==> src/rtl/btn_pkg.sv <==
// btn_pkg: shared state encoding and default timing for every button event block
package btn_pkg;
  typedef enum logic [1:0] {
    IDLE   = 2'd0,
    PRESS  = 2'd1,
    REPEAT = 2'd2
  } state_t;
  localparam int LONG_CYCLES_DEF   = 50_000_000;
  localparam int REPEAT_CYCLES_DEF = 10_000_000;
  function automatic int cnt_width(input int a, input int b);
    return $clog2(a > b ? a : b) + 1;
  endfunction
endpackage

==> src/rtl/btn_event_hold_timer.sv <==
// hold_timer: terminal-count counter with selectable long/repeat limit
module hold_timer
  import btn_pkg::*;
#(
  parameter int LONG_CYCLES   = LONG_CYCLES_DEF,
  parameter int REPEAT_CYCLES = REPEAT_CYCLES_DEF
) (
  input  logic clk,
  input  logic rst_n,
  input  logic clr,
  input  logic en,
  input  logic sel_long,
  output logic tc
);
  localparam int CNT_W = cnt_width(LONG_CYCLES, REPEAT_CYCLES);
  logic [CNT_W-1:0] cnt_q, cnt_d, limit;
  always_comb begin
    limit = sel_long ? CNT_W'(LONG_CYCLES - 1) : CNT_W'(REPEAT_CYCLES - 1);
    tc    = en && (cnt_q == limit);
    cnt_d = (clr || tc) ? '0 : en ? cnt_q + 1'b1 : cnt_q;
  end
  always_ff @(posedge clk or negedge rst_n) begin
    if (!rst_n) cnt_q <= '0;
    else        cnt_q <= cnt_d;
  end
endmodule

==> src/rtl/btn_event.sv <==
// btn_event: turns a debounced button level into press/release/long-press/repeat pulses
module btn_event
  import btn_pkg::*;
#(
  parameter int LONG_CYCLES   = LONG_CYCLES_DEF,
  parameter int REPEAT_CYCLES = REPEAT_CYCLES_DEF
) (
  input  logic       clk,
  input  logic       rst_n,
  input  logic       btn_clean,
  output logic       press,
  output logic       release_evt,
  output logic       long_press,
  output logic       repeat_evt,
  output logic       held,
  output logic [7:0] press_count
);
  state_t     state_q, state_d;
  logic       armed_q, armed_d;
  logic       press_q, press_d, rel_q, rel_d, long_q, long_d, rpt_q, rpt_d, held_q, held_d;
  logic [7:0] cnt_q, cnt_d;
  logic       active, tc;
  assign active = (state_q == PRESS) || (state_q == REPEAT);
  hold_timer #(.LONG_CYCLES(LONG_CYCLES), .REPEAT_CYCLES(REPEAT_CYCLES)) u_timer (
    .clk      (clk),
    .rst_n    (rst_n),
    .clr      (!(active && btn_clean)),
    .en       (active && btn_clean),
    .sel_long (state_q == PRESS),
    .tc       (tc)
  );
  // release is checked before tc so a drop on the terminal edge suppresses the event
  always_comb begin
    state_d = state_q;
    armed_d = armed_q | ~btn_clean;
    press_d = 1'b0;
    rel_d   = 1'b0;
    long_d  = 1'b0;
    rpt_d   = 1'b0;
    cnt_d   = cnt_q;
    case (state_q)
      IDLE: if (armed_q && btn_clean) begin
        state_d = PRESS;
        press_d = 1'b1;
        cnt_d   = cnt_q + 8'd1;
      end
      PRESS: if (!btn_clean) begin
        state_d = IDLE;
        rel_d   = 1'b1;
      end else if (tc) begin
        state_d = REPEAT;
        long_d  = 1'b1;
      end
      REPEAT: if (!btn_clean) begin
        state_d = IDLE;
        rel_d   = 1'b1;
      end else rpt_d = tc;
      default: state_d = IDLE;
    endcase
    held_d = (state_d == PRESS) || (state_d == REPEAT);
  end
  always_ff @(posedge clk or negedge rst_n) begin
    if (!rst_n) begin
      state_q <= IDLE;
      armed_q <= 1'b0;
      press_q <= 1'b0;
      rel_q   <= 1'b0;
      long_q  <= 1'b0;
      rpt_q   <= 1'b0;
      held_q  <= 1'b0;
      cnt_q   <= 8'd0;
    end else begin
      state_q <= state_d;
      armed_q <= armed_d;
      press_q <= press_d;
      rel_q   <= rel_d;
      long_q  <= long_d;
      rpt_q   <= rpt_d;
      held_q  <= held_d;
      cnt_q   <= cnt_d;
    end
  end
  assign press       = press_q;
  assign release_evt = rel_q;
  assign long_press  = long_q;
  assign repeat_evt  = rpt_q;
  assign held        = held_q;
  assign press_count = cnt_q;
endmodule

==> config.mk <==
export PLATFORM = sky130hd
export DESIGN_NAME = btn_event
export DESIGN_NICKNAME = d
export VERILOG_FILES = /design/src/rtl/btn_pkg.sv /design/src/rtl/btn_event_hold_timer.sv /design/src/rtl/btn_event.sv
export SDC_FILE = /design/constraint.sdc
export NUM_CORES = 1
export LEC_CHECK = 0
export CAP_MARGIN = 10
export CORE_AREA = 2 2 73 92
export DETAILED_ROUTE_END_ITERATION = 16
export DIE_AREA = 0 0 75 94
export GPL_TIMING_DRIVEN = 0
export HOLD_SLACK_MARGIN = 0.05
export PLACE_DENSITY = 0.58
export SYNTH_ARGS = -nofsm -noshare
export SYNTH_HDL_FRONTEND = slang
export SYNTH_HIERARCHICAL = 1
export SYNTH_SLANG_ARGS = --single-unit
export TNS_END_PERCENT = 50
==> constraint.sdc <==
create_clock -name clk -period 3.7 [get_ports clk]
set_clock_uncertainty 0.2 [all_clocks]
set_input_delay 0.74 -clock clk [delete_from_list [all_inputs] [get_ports clk]]
set_output_delay 0.74 -clock clk [all_outputs]
set_load 0.01 [all_outputs]
==> flow_summary.toml <==
[flow_run]
max_cap_viol_count = 0

[cells_and_area]
syn2layout_area_growth_pct = 16.0
final-seq-area_um2 = 1080
fillers = 593
layout_commonest_cell = "dfrtp_1"
n_antenna_cell = 0
layout_common_cells = "dfrtp_1 (43), nand2_1 (14), nand4_1 (14)"
final_nets = 263
multi_input_area_um2 = 1210
final_layout_size_suffix_gt1_share_pct = 12.5

[place]
place_ws_ns = 0.177
port_buffers = 14
gp_congestion = 0.886
hpwlAfterDp_um = 3730

[setup_path]
cp-end-kind = "register"
crit_fanout = 12
critical_path_required_ns = 3.70
arrival_ns = 3.33
path_class = "register to register"
cp-start-kind = "register"
setup.worst_path.start = "state_q[1]"
regToRegStartpoint = "state_q[1]"

[floorplan]
num_rows = 32
core_area_um2 = 6130
die_area_um2 = 7050
fp.dieH_um = 94
start_util_pct = 39.1
ios = 16
die_x_um = 75

[route]
vias = 1868
drc = 0
drt-initial-drc-count = 132
ant_nets = 0
wl_per_cell_um = 15.0
via_per_inst = 5.49
drt-total-wl_um = 5100
firstDrtPassIters = 4

[cts]
clock_sinks = 43
clkLatencyLatePin_ns = 0.30
cts_root_buffer = "clkbuf_8"
cts_tree = "done"
h-tree-depth = 2
path_clk_slew_ns = 0.09
post-cts-setup-buffers = 0
clockBufferDepth = 2
cts_made_buffers = 5

[grt]
grt.overflow.total = 0
antenna_found_initial = 0
grt_pass1_vias = 1754
track_usage_pct = 16.6
grt_max_degree = 23
grt_pass1_wl_um = 8950

[timing]
setup_violations = 0
drv_slew = 0
layout_min_cycle_time_ns = 3.33
rsz0062_at_grt = "no"
tns_ns = 0
tightestPinTransition_ns = 0.565
setup_ws_ns = 0.370
fin_crit_sh_pct = 90.0
hold_viol_final = 0
fmax_ghz = 0.300
worst_hold_slack_ns = 0.224
relSlewSlack_pct = 62.3

[run_status]
outcome = "complete, no violations"

[synthesis]
synthTopCellsByArea = "dfrtp_1 (45%), nand4_1 (3.7%), xor2_1 (3.7%)"
synth_nets = 241
ys_seq_elements = 43
synth_cell_type_count = 50
ys.warnings.count = 6
netlist_instances = 232
synth-async-reset-ratio_pct = 100
netlist.area_leader.share_pct = 44.9
syn_avg_cell_area_um2 = 10.3
synth_ff_type = "dfrtp_1"
synth_edf_count = 0
synth_area_um2 = 2390
ys_seq_area_share_pct = 44.9
yosys.area.top_type = "dfrtp_1"

[hold_path]
hold_path_class = "primary input to async pin"

[power]
power_density_nw_per_um2 = 456
peakVddDrop_mv = 0.172
leakagePower_nw = 1.12
total_power_mw = 1.27
worst max-delay path, stage by stage, from the launching register on:
cell and delay [ns]:
dfrtp_1 0.44, inv_1 0.09, ha_1 0.30, nand2_1 0.16
inv_1 0.22, and4_1 0.21, clkbuf_2 0.22, nand2_4 0.10
a2111oi_4 0.42, clkbuf_4 0.36, nor2b_1 0.06, o211ai_1 0.24
a21bo_1 0.17, a21oi_2 0.05
repair_timing:
item / CTS / global route
hold buffers: 0 / 0
gates resized for setup: 0 / 1
setup endpoints to repair: 0 / 1
final timing paths:
kind	endpoint	slack (ns)	cells after the start
worst max-delay path	held	0.37	13
worst min-delay path	u_timer/cnt_q[23]	0.22	1
worst max register to register	held	0.37	13
worst min register to register	press_count[7]	0.27	1
max in group asynchronous	u_timer/cnt_q[13]	2.58	2
min in group clk	press_count[7]	0.27	1
power by group:
| part | total [mW] | switching, mW | internal (mW) |
|---|---|---|---|
| Sequential | 0.571 | 0.0497 | 0.522 |
| Clock | 0.370 | 0.168 | 0.201 |
| Combinational | 0.325 | 0.156 | 0.169 |
layer usage:
metal  wire [µm]  up-vias  GRT usage (%)  part of all wire [%]
met1        2360      919           22.0                    46
li1            -      915              -                     -
met3         130        6           3.22                   2.5
met5           0        -              0                     0
met2        2550       28           27.0                    50
met4          65        0           4.91                   1.3
final cells by class:
type,instances,share of cell area [%]
tap,85,3.83
buffer,13,3.51
timing repair buffer,15,5.85
sequential,43,38.7
inverter,3,0.405
clock inverter,3,1.58
multi-input combinational,173,43.6
clock buffer,5,2.48
cell usage after synthesis (4+ instances only):
cell type / count
nand4_1: 14
dfrtp_1: 43
a211oi_1: 7
and3_1: 7
nand3_1: 12
nor2_1: 10
a21oi_1: 7
o31ai_1: 5
ha_1: 6
xnor2_1: 9
xor2_1: 10
o21ai_0: 5
or4_1: 6
nor3_1: 10
nor2b_1: 5
o211ai_1: 4
nand2_1: 14
or3_1: 7
state kept, by name, indices dropped and copies added (netlist names):
signal,cells
press,1
press_count,8
u_timer/cnt_q,27
armed_q,1
state_q,2
held,1
repeat_evt,1
release_evt,1
long_press,1
logic make-up after synthesis:
kind of cell             share of synthesized area [%]
buffers and inverters                             4.44
XOR/XNOR                                          6.95
multiplexers                                      1.36
AND/OR/NAND/NOR                                   27.5
adder cells (fa/ha/maj)                           3.13
AO/OA/AOI/OAI                                     11.7
flip-flops                                        44.9
metrics by stage:
| step | utilization [%] | cells | area, µm² |
|---|---|---|---|
| 2_1_floorplan | - | 232 | 2390 |
| 3_3_place_gp | 43.1 | 331 | 2640 |
| 3_5_place_dp | 43.5 | 332 | 2660 |
| 4_1_cts | 45.3 | 340 | 2780 |
| 5_1_grt | 45.4 | 340 | 2780 |
| 6_report | 45.4 | 340 | 2780 |
No activity file was read; power rests on OpenSTA's default activity.
